===== src/rtl/iterative_divider_if.sv =====
// Handshake and operand bundle between execute dispatch and the iterative divider.
// The master side (dispatch) drives the request; the slave side (divider) returns
// busy/done status and the registered result.
interface iterative_divider_if #(
  parameter int WIDTH = 32
);
  logic             start_i;
  logic             kill_i;
  logic [1:0]       op_i;
  logic [WIDTH-1:0] dividend_i;
  logic [WIDTH-1:0] divisor_i;
  logic             busy_o;
  logic             done_o;
  logic [WIDTH-1:0] result_o;

  modport master (
    output start_i, kill_i, op_i, dividend_i, divisor_i,
    input  busy_o, done_o, result_o
  );

  modport slave (
    input  start_i, kill_i, op_i, dividend_i, divisor_i,
    output busy_o, done_o, result_o
  );
endinterface


===== src/rtl/iterative_divider.sv =====
// Multi-cycle radix-2 restoring divider for the RS5 execute stage (RV32M
// DIV/DIVU/REM/REMU). One quotient bit is produced per cycle; signs are stripped
// before the iterations and restored in a final fix-up state.
// Optional build macro RS5_DIV_EARLY_OUT_EN: skip the iterations when the divisor
// is zero or larger in magnitude than the dividend (result available in 3 cycles).
module iterative_divider #(
  parameter int WIDTH = 32,
  parameter int CNT_W = $clog2(WIDTH)
) (
  input  logic               clk,
  input  logic               reset,
  iterative_divider_if.slave div_if
);

  typedef enum logic [1:0] {
    D_IDLE,
    D_INIT,
    D_CALC,
    D_SIGN
  } state_t;

  state_t           state_q;
  logic [1:0]       op_q;
  logic [WIDTH-1:0] quo_q;
  logic [WIDTH-1:0] rem_q;
  logic [WIDTH-1:0] dvs_q;
  logic [CNT_W-1:0] cnt_q;
  logic             neg_quo_q;
  logic             neg_rem_q;
  logic             busy_q;
  logic             done_q;
  logic [WIDTH-1:0] result_q;

  logic             is_signed;
  logic             dvd_neg;
  logic             dvs_neg;
  logic             dvs_zero;
  logic [WIDTH-1:0] dvd_mag;
  logic [WIDTH-1:0] dvs_mag;
  logic [WIDTH:0]   shift_w;
  logic [WIDTH:0]   trial_w;
  logic [WIDTH-1:0] rem_d;
  logic [WIDTH-1:0] quo_d;
`ifdef RS5_DIV_EARLY_OUT_EN
  logic             early_out;
`endif

  // Operand magnitudes and sign bookkeeping, evaluated while in D_INIT. The
  // operands were latched raw into quo_q (dividend) and dvs_q (divisor).
  always_comb begin
    is_signed = ~op_q[0];
    dvd_neg   = is_signed & quo_q[WIDTH-1];
    dvs_neg   = is_signed & dvs_q[WIDTH-1];
    dvs_zero  = (dvs_q == '0);
    dvd_mag   = dvd_neg ? -quo_q : quo_q;
    dvs_mag   = dvs_neg ? -dvs_q : dvs_q;
`ifdef RS5_DIV_EARLY_OUT_EN
    early_out = dvs_zero | (dvs_mag > dvd_mag);
`endif
  end

  // One restoring step: shift {rem, quo} left, trial-subtract the divisor and
  // keep the difference when it did not borrow. A zero divisor never borrows,
  // which is what yields an all-ones quotient and remainder == dividend.
  always_comb begin
    shift_w = {rem_q, quo_q[WIDTH-1]};
    trial_w = shift_w - {1'b0, dvs_q};
    rem_d   = shift_w[WIDTH-1:0];
    quo_d   = {quo_q[WIDTH-2:0], 1'b0};
    if (!trial_w[WIDTH] || dvs_zero) begin
      rem_d = trial_w[WIDTH-1:0];
      quo_d = {quo_q[WIDTH-2:0], 1'b1};
    end
  end

  // Control FSM and datapath registers; kill_i overrides everything except reset.
  always_ff @(posedge clk) begin
    if (reset) begin
      state_q   <= D_IDLE;
      op_q      <= '0;
      quo_q     <= '0;
      rem_q     <= '0;
      dvs_q     <= '0;
      cnt_q     <= '0;
      neg_quo_q <= 1'b0;
      neg_rem_q <= 1'b0;
      busy_q    <= 1'b0;
      done_q    <= 1'b0;
      result_q  <= '0;
    end else begin
      done_q <= 1'b0;
      if (div_if.kill_i) begin
        state_q <= D_IDLE;
        busy_q  <= 1'b0;
      end else begin
        case (state_q)
          D_IDLE: begin
            if (div_if.start_i) begin
              op_q    <= div_if.op_i;
              quo_q   <= div_if.dividend_i;
              dvs_q   <= div_if.divisor_i;
              rem_q   <= '0;
              state_q <= D_INIT;
              busy_q  <= 1'b1;
            end
          end
          D_INIT: begin
            quo_q     <= dvd_mag;
            dvs_q     <= dvs_mag;
            rem_q     <= '0;
            neg_quo_q <= (dvd_neg ^ dvs_neg) & ~dvs_zero;
            neg_rem_q <= dvd_neg;
            cnt_q     <= CNT_W'(WIDTH - 1);
            state_q   <= D_CALC;
`ifdef RS5_DIV_EARLY_OUT_EN
            if (early_out) begin
              quo_q   <= dvs_zero ? '1 : '0;
              rem_q   <= dvd_mag;
              state_q <= D_SIGN;
            end
`endif
          end
          D_CALC: begin
            rem_q <= rem_d;
            quo_q <= quo_d;
            if (cnt_q == '0) begin
              state_q <= D_SIGN;
            end else begin
              cnt_q <= cnt_q - CNT_W'(1);
            end
          end
          D_SIGN: begin
            if (op_q[1]) begin
              result_q <= neg_rem_q ? -rem_q : rem_q;
            end else begin
              result_q <= neg_quo_q ? -quo_q : quo_q;
            end
            done_q  <= 1'b1;
            state_q <= D_IDLE;
            busy_q  <= 1'b0;
          end
          default: begin
            state_q <= D_IDLE;
            busy_q  <= 1'b0;
          end
        endcase
      end
    end
  end

  assign div_if.busy_o   = busy_q;
  assign div_if.done_o   = done_q;
  assign div_if.result_o = result_q;

endmodule

===== src/flat_wrapper.sv =====
// flat-port wrapper written by rule: the top's interface ports become plain ports
module iterative_divider_flat 
#(
  parameter int WIDTH = 32,
  parameter int CNT_W = $clog2(WIDTH)
)
  (clk, reset, div_if_start_i, div_if_kill_i, div_if_op_i, div_if_dividend_i, div_if_divisor_i, div_if_busy_o, div_if_done_o, div_if_result_o);
  iterative_divider_if #(.WIDTH(WIDTH)) div_if_i ();
  input  logic clk;
  input  logic reset;
  input wire logic [$bits(div_if_i.start_i)-1:0] div_if_start_i;
  input wire logic [$bits(div_if_i.kill_i)-1:0] div_if_kill_i;
  input wire logic [$bits(div_if_i.op_i)-1:0] div_if_op_i;
  input wire logic [$bits(div_if_i.dividend_i)-1:0] div_if_dividend_i;
  input wire logic [$bits(div_if_i.divisor_i)-1:0] div_if_divisor_i;
  output wire logic [$bits(div_if_i.busy_o)-1:0] div_if_busy_o;
  output wire logic [$bits(div_if_i.done_o)-1:0] div_if_done_o;
  output wire logic [$bits(div_if_i.result_o)-1:0] div_if_result_o;
  assign div_if_i.start_i = div_if_start_i;
  assign div_if_i.kill_i = div_if_kill_i;
  assign div_if_i.op_i = div_if_op_i;
  assign div_if_i.dividend_i = div_if_dividend_i;
  assign div_if_i.divisor_i = div_if_divisor_i;
  assign div_if_busy_o = div_if_i.busy_o;
  assign div_if_done_o = div_if_i.done_o;
  assign div_if_result_o = div_if_i.result_o;
  iterative_divider #(.WIDTH(WIDTH), .CNT_W(CNT_W)) u_core (.clk(clk), .reset(reset), .div_if(div_if_i));
endmodule

===== config.mk =====
export PLATFORM = sky130hd
export DESIGN_NAME = iterative_divider_flat
export DESIGN_NICKNAME = d
export VERILOG_FILES = /design/src/rtl/iterative_divider_if.sv /design/src/rtl/iterative_divider.sv /design/src/flat_wrapper.sv
export SDC_FILE = /design/constraint.sdc
export NUM_CORES = 1
export LEC_CHECK = 0
export BUFFER_PORTS_ARGS = -buffer_cell sky130_fd_sc_hd__clkbuf_2
export CAP_MARGIN = 20
export CORE_ASPECT_RATIO = 0.75
export CORE_MARGIN = 3
export CORE_UTILIZATION = 50
export CTS_CLUSTER_DIAMETER = 120
export DETAILED_ROUTE_END_ITERATION = 12
export MAX_ROUTING_LAYER = met4
export PLACE_DENSITY = 0.66
export SLEW_MARGIN = 0
export SYNTH_ARGS = -nofsm -noshare
export SYNTH_HDL_FRONTEND = slang
export SYNTH_SLANG_ARGS = --single-unit

===== constraint.sdc =====
create_clock -name clk -period 6.24 [get_ports clk]
set_input_delay 0.312 -clock clk [delete_from_list [all_inputs] [get_ports clk]]
set_output_delay 0.312 -clock clk [all_outputs]
set_load 0.01 [all_outputs]

# Yosys cells after proc, flatten, opt, wreduce, memory -nomap -nowiden
# Cells that the tools add are included.
[totals]
reg_bits = 141
in_bits = 70
out_inout_bits = 34
elab_cells = 71
[op_classes]
add_sub_neg = 5
n_eq_ne = 8
mux = 21
bitwise = 7
reduce_logical = 19
[ops]
columns = ["operator", "n"]
rows = [
  ["$mux 32", 9],
  ["$pmux 32 s3", 2],
  ["$neg 32->32", 3],
  ["$pmux 32 s2", 1],
  ["$sub 33x32->33", 1],
  ["$logic_not 32->1", 1],
  ["$pmux 5 s2", 1],
  ["$reduce_and 3->1", 3],
  ["$pmux 2 s4", 1],
  ["$reduce_and 2->1", 4],
  ["$reduce_and 4->1", 2],
  ["$ne 2x1->1 const B", 3],
  ["$reduce_bool 2->1", 3],
  ["$logic_not 5->1", 1],
  ["$mux 5", 1],
  ["$sub 5x1->5 const B", 1],
  ["$eq 2x2->1 const B", 2],
  ["$mux 2", 2],
  ["$ne 2x2->1 const B", 2],
  ["$and 1x1->1", 3],
  ["$mux 1", 3],
  ["$not 1->1", 3],
  ["$reduce_bool 3->1", 1],
  ["$eq 2x1->1 const B", 1],
  ["6 further kinds", 6],
]

# Longest topological paths before layout
[logic_depth]
ltp_word = 5
ltp_mapped = 13

# Least setup slack after synthesis
# OpenSTA, ideal clock, no wires.
[synth_timing]
kind = "reg2reg"
start = "register u_core.quo_q[31]"
end = "register u_core.rem_q[1]"
setup_time_ns = 0.069
arrival_time_ns = 3.080
slack_ns = 3.090
path_stages_with_launch = 14
period_less_slack_ns = 3.150
cell_sequence = "dfxtp_1 inv_1 ha_1 fa_1 nand2b_1 a21o_1 a21o_1 a311oi_1 nor2_1 o21ai_0 mux2_4 buf_8 mux2_1 o21ai_1"
[synth_via]
elab_chain_cells = 5
[synth_rtl]
columns = ["item", "line_no", "text"]
rows = [
  ["from (decl)", "iterative_divider.sv:24", "logic [WIDTH-1:0] quo_q;"],
  ["from (signal assigned)", "iterative_divider.sv:100", "quo_q <= div_if.dividend_i;"],
  ["from (signal assigned)", "iterative_divider.sv:108", "quo_q <= dvd_mag;"],
  ["from (signal assigned)", "iterative_divider.sv:125", "quo_q <= quo_d;"],
  ["$sub 33x32->33 (*)", "iterative_divider.sv:67", "trial_w = shift_w - {1'b0, dvs_q};"],
  ["$logic_not 1->1", "iterative_divider.sv:70", "if (!trial_w[WIDTH] || dvs_zero) begin"],
  ["$logic_or 1x1->1", "iterative_divider.sv:70", ""],
  ["$mux 32 (*)", "iterative_divider.sv:70", ""],
  ["$pmux 32 s3 (*)", "iterative_divider.sv:96", "case (state_q)"],
  ["to (signal assigned)", "iterative_divider.sv:124", "rem_q <= rem_d;"],
  ["to (decl)", "iterative_divider.sv:25", "logic [WIDTH-1:0] rem_q;"],
]
# Mark *: on every way between the ends. The rest lies on a longest branch, timed or not.
# A chain may end at the register's enable or synchronous reset.

# Final worst setup path
[layout_timing]
start = "register u_core.quo_q[31]"
end = "register u_core.rem_q[0]"
[layout_via]
elab_chain_cells = 5
[layout_rtl]
columns = ["item", "line_no"]
rows = [
  ["$sub 33x32->33", "iterative_divider.sv:67"],
  ["$logic_not 1->1", "iterative_divider.sv:70"],
  ["$logic_or 1x1->1", "iterative_divider.sv:70"],
  ["$mux 32 (*)", "iterative_divider.sv:70"],
  ["$pmux 32 s3 (*)", "iterative_divider.sv:96"],
]
# Marked as above.

==> flow_summary_export.csv <==
group,metric,value,unit
run_status,status,"finished clean",
place,place_congestion,0.9632,
place,placed_area,11190,um2
detailed_routing,drt_iter0_markers,1116,
critical_path,path_cells,"inv_1 > ha_1 > fa_1 > nand2b_1 > a21o_1 > a21o_1 > a311oi_1 > nor2_1 > o21ai_0 > mux2_4 > mux2_2 > o21ai_0",
critical_path,cp_data_arrival_time,4.12,ns
pwr,p_leak,4.606,nW
hold_path,holdPathStages,3,
detailed_routing,wl_met2,13440,um
die,die_w,174.6,um
pwr,clkPwrFrac,36.9,%
critical_path,startpoint_type,"flip-flop",
sta,drv_slew,0,
die,die_y,132.5,um
synth,synth_cell_type_count,67,
finish,layout_commonest_cell,"nand2_1",
critical_path,reg2reg_to,"u_core.rem_q[0]",
synth,synth_ff_type,"dfxtp_1",
hold_path,worstHoldStart,"div_if_op_i[0]",
sta,period_share,60.30,%
detailed_routing,highest_layer,"met4",
pwr,switching_share,33.79,%
grt,grt_max_degree,68,
critical_path,crit_family,"compound AO/OA/AOI/OAI gates",
finish,area_growth,10.54,%
synth,yosysWarnings,0,
die,coreArea,20610,um2
place,dpl.hpwl,24230,um
synth,synth_nets,1592,
detailed_routing,drt_pass1_iterations,5,
finish,fin_area,11790,um2
hold_path,hold_path_end,"u_core.op_q[0]",
critical_path,required,6.60,ns
sta,finClkSkew,0.007567,ns
die,initial_utilization,51.74,%
critical_path,r2r_slack,2.48,ns
grt,grt_pass1_vias,9513,
finish,nNetsFinal,1618,
finish,final_cell_mix,"191 x nand2_1, 140 x nor2_1, 140 x dfxtp_1, 134 x a21oi_1, 102 x clkbuf_2",
detailed_routing,num_vias,11000,
critical_path,slowest_delay,0.64,ns
clock_network,clock_path_buffers,2,
detailed_routing,ant_nets,0,
sta,finalSetupTns,0,ns
detailed_routing,drt_drc_violations_left,0,
sta,maxSlewHeadroom,29.98,%
grt,grtUsageTotal,29.40,%
run,maxCapViolCount,0,
sta,min_period,3.763,ns
grt,antenna_found_initial,0,
pwr,power_density,233.8,nW/um2
hold_path,hp-class,"input pin to flip-flop",
detailed_routing,wl_met1,17140,um
clock_network,clock_sinks,141,
critical_path,path_max_fanout,32,
critical_path,crit_buf_inv,1,
detailed_routing,finalWirelength,33840,um
die,num_rows,45,
clock_network,ctsHoldBuffers,0,
clock_network,cts_root_buffer,"clkbuf_16",
sta,fmax,0.2658,GHz
finish,post-route-util,57.19,%
synth,syn-instance-count,1480,
critical_path,r2r-start,"u_core.quo_q[31]",
grt,grt_pass1_wl,53630,um
sta,setup_ws,2.477,ns
synth,syn_area_per_cell,7.204,um2
place,pre_cts_slack,2.554,ns
place,io_buffers,103,
clock_network,cts_tree,"yes",
critical_path,end_kind,"flip-flop",
finish,diodes,0,
clock_network,cts_inserted_buffers,17,
detailed_routing,dr_wl_met3,2979,um
detailed_routing,wl_per_cell,18.79,um
grt,gr-total-overflow,0,
clock_network,cts_resized,0,
pwr,internal_power,0.001824,W
critical_path,crit_type,"flip-flop to flip-flop",
pwr,pwr-share-seq,36.2,%
clock_network,h-tree-depth,4,
synth,ys_seq_elements,141,
pwr,ir_drop,133.9,uV
sta,worst_slew_pin_slew,1.036,ns
pwr,comb_power_share,27.0,%
die,fp.dieArea,23130,um2
sta,final_hold_viol_count,0,
critical_path,r2r_cells,12,
clock_network,clk_pin_slew_worst_paths,0.06,ns
critical_path,cp_slowest_cell,"mux2_4",
synth,synth_area,10660,um2
clock_network,cts_setup_buffers,0,
sta,rsz0062_at_grt,"false",
synth,synth-seq-area-share,26.48,%
die,ios,104,
pwr,p_sw,0.0009311,W
clock_network,clk_latency,0.43,ns
finish,layout-drive-gt1-share,11.19,%
synth,synth_edf_count,0,
synth,ys_async_sr_fraction,0,%
detailed_routing,via_per_inst,6.108,
sta,setup_viol,0,
flip-flops by register name, summed over array words and instances, names as in the netlist:
signal and flops:
u_core.cnt_q 5, u_core.div_if.busy_o 1, u_core.div_if.done_o 1, u_core.div_if.result_o 32
u_core.dvs_q 32, u_core.neg_quo_q 1, u_core.neg_rem_q 1, u_core.op_q 2
u_core.quo_q 32, u_core.rem_q 32, u_core.state_q 2
worst max-delay path by stage:
stage / depth (start not counted) / from / end
floorplan: 13 / u_core.quo_q[31] / u_core.rem_q[1]
global placement: 12 / u_core.quo_q[31] / u_core.rem_q[0]
finish: 12 / u_core.quo_q[31] / u_core.rem_q[0]
detailed placement: 12 / u_core.quo_q[31] / u_core.rem_q[0]
CTS: 12 / u_core.quo_q[31] / u_core.rem_q[0]
global route: 12 / u_core.quo_q[31] / u_core.rem_q[0]
cells by family after synthesis:
| kind of cell | synth area share, % |
|---|---|
| AND/OR/NAND/NOR | 23.81 |
| AO/OA/AOI/OAI | 26.34 |
| buffers and inverters | 6.372 |
| flip-flops | 26.48 |
| XOR/XNOR | 7.804 |
| multiplexers | 4.201 |
| adder cells (fa/ha/maj) | 4.999 |
layer usage:
layer,vias to the layer above,GRT usage (%)
li1,5344,-
met1,5196,46.04
met2,438,37.95
met3,22,7.057
met4,0,4.827
met5,-,-
final cells by class:
type                       instances  area, um2
clock buffer                      25      475.5
multi-input combinational       1170       7173
fill                            2043       8822
inverter                          57      214.0
sequential                       141       2824
tap                              282      352.8
timing repair buffer             119      658.1
clock inverter                     7      87.58
power groups by stage:
| stage | Combinational, W | Clock [W] | Sequential [W] |
|---|---|---|---|
| after CTS | 0.000728 | 0.00102 | 0.000994 |
| after global routing | 0.000820 | 0.00106 | 0.00100 |
| after detailed placement | 0.000722 | 0 | 0.00101 |
| after floorplan | 0.000584 | 0 | 0.000980 |
| final | 0.000743 | 0.00102 | 0.000997 |
| after global placement | 0.000720 | 0 | 0.00101 |
through the flow:
stage	instances	power [W]	hold WS (ns)
after global routing	1801	0.002885	0.1306
after detailed placement	1768	0.001735	0.4439
final	1801	0.002755	0.1186
after floorplan	1480	0.001565	0.4480
after CTS	1800	0.002745	0.1097
after global placement	1768	0.001733	0.4406
worst min-delay path, stage by stage:
cell	delay, ns
clkbuf_2	0.08
mux2i_1	0.05
nor2_1	0.07
cells in the mapped netlist (6+ instances only):
cell type  instances  area, um2
nor3_1            41      205.2
nor2_1           142      533.0
or2_2              7      43.79
buf_1              6      22.52
nand3_1           29      145.1
nand2_1          191      716.9
or4_1             12      90.09
nand4_1           11      68.82
nor4_1            25      156.4
o21ai_1           28      140.1
dfxtp_1          141       2823
mux2i_1           41      410.4
a21oi_1          135      675.7
and3_1            10      62.56
inv_1             57      214.0
or3_1              7      43.79
xnor2_1           50      437.9
o211ai_1          43      322.8
o41ai_1            7      61.31
a211oi_1          30      225.2
o21bai_1           8      60.06
o21a_1             6      45.04
nand2b_1          22      137.6
a31oi_1           12      75.07
ha_1              41      513.0
a22oi_1           13      97.59
o31ai_1           31      232.7
a2bb2oi_1          9      78.83
a21o_1            14      105.1
nor2b_1           12      75.07
xor2_1            45      394.1
clkbuf_1          98      367.9
o21ai_0           85      425.4
a221oi_1          10      87.58
(Power assumes the default switching activity.)
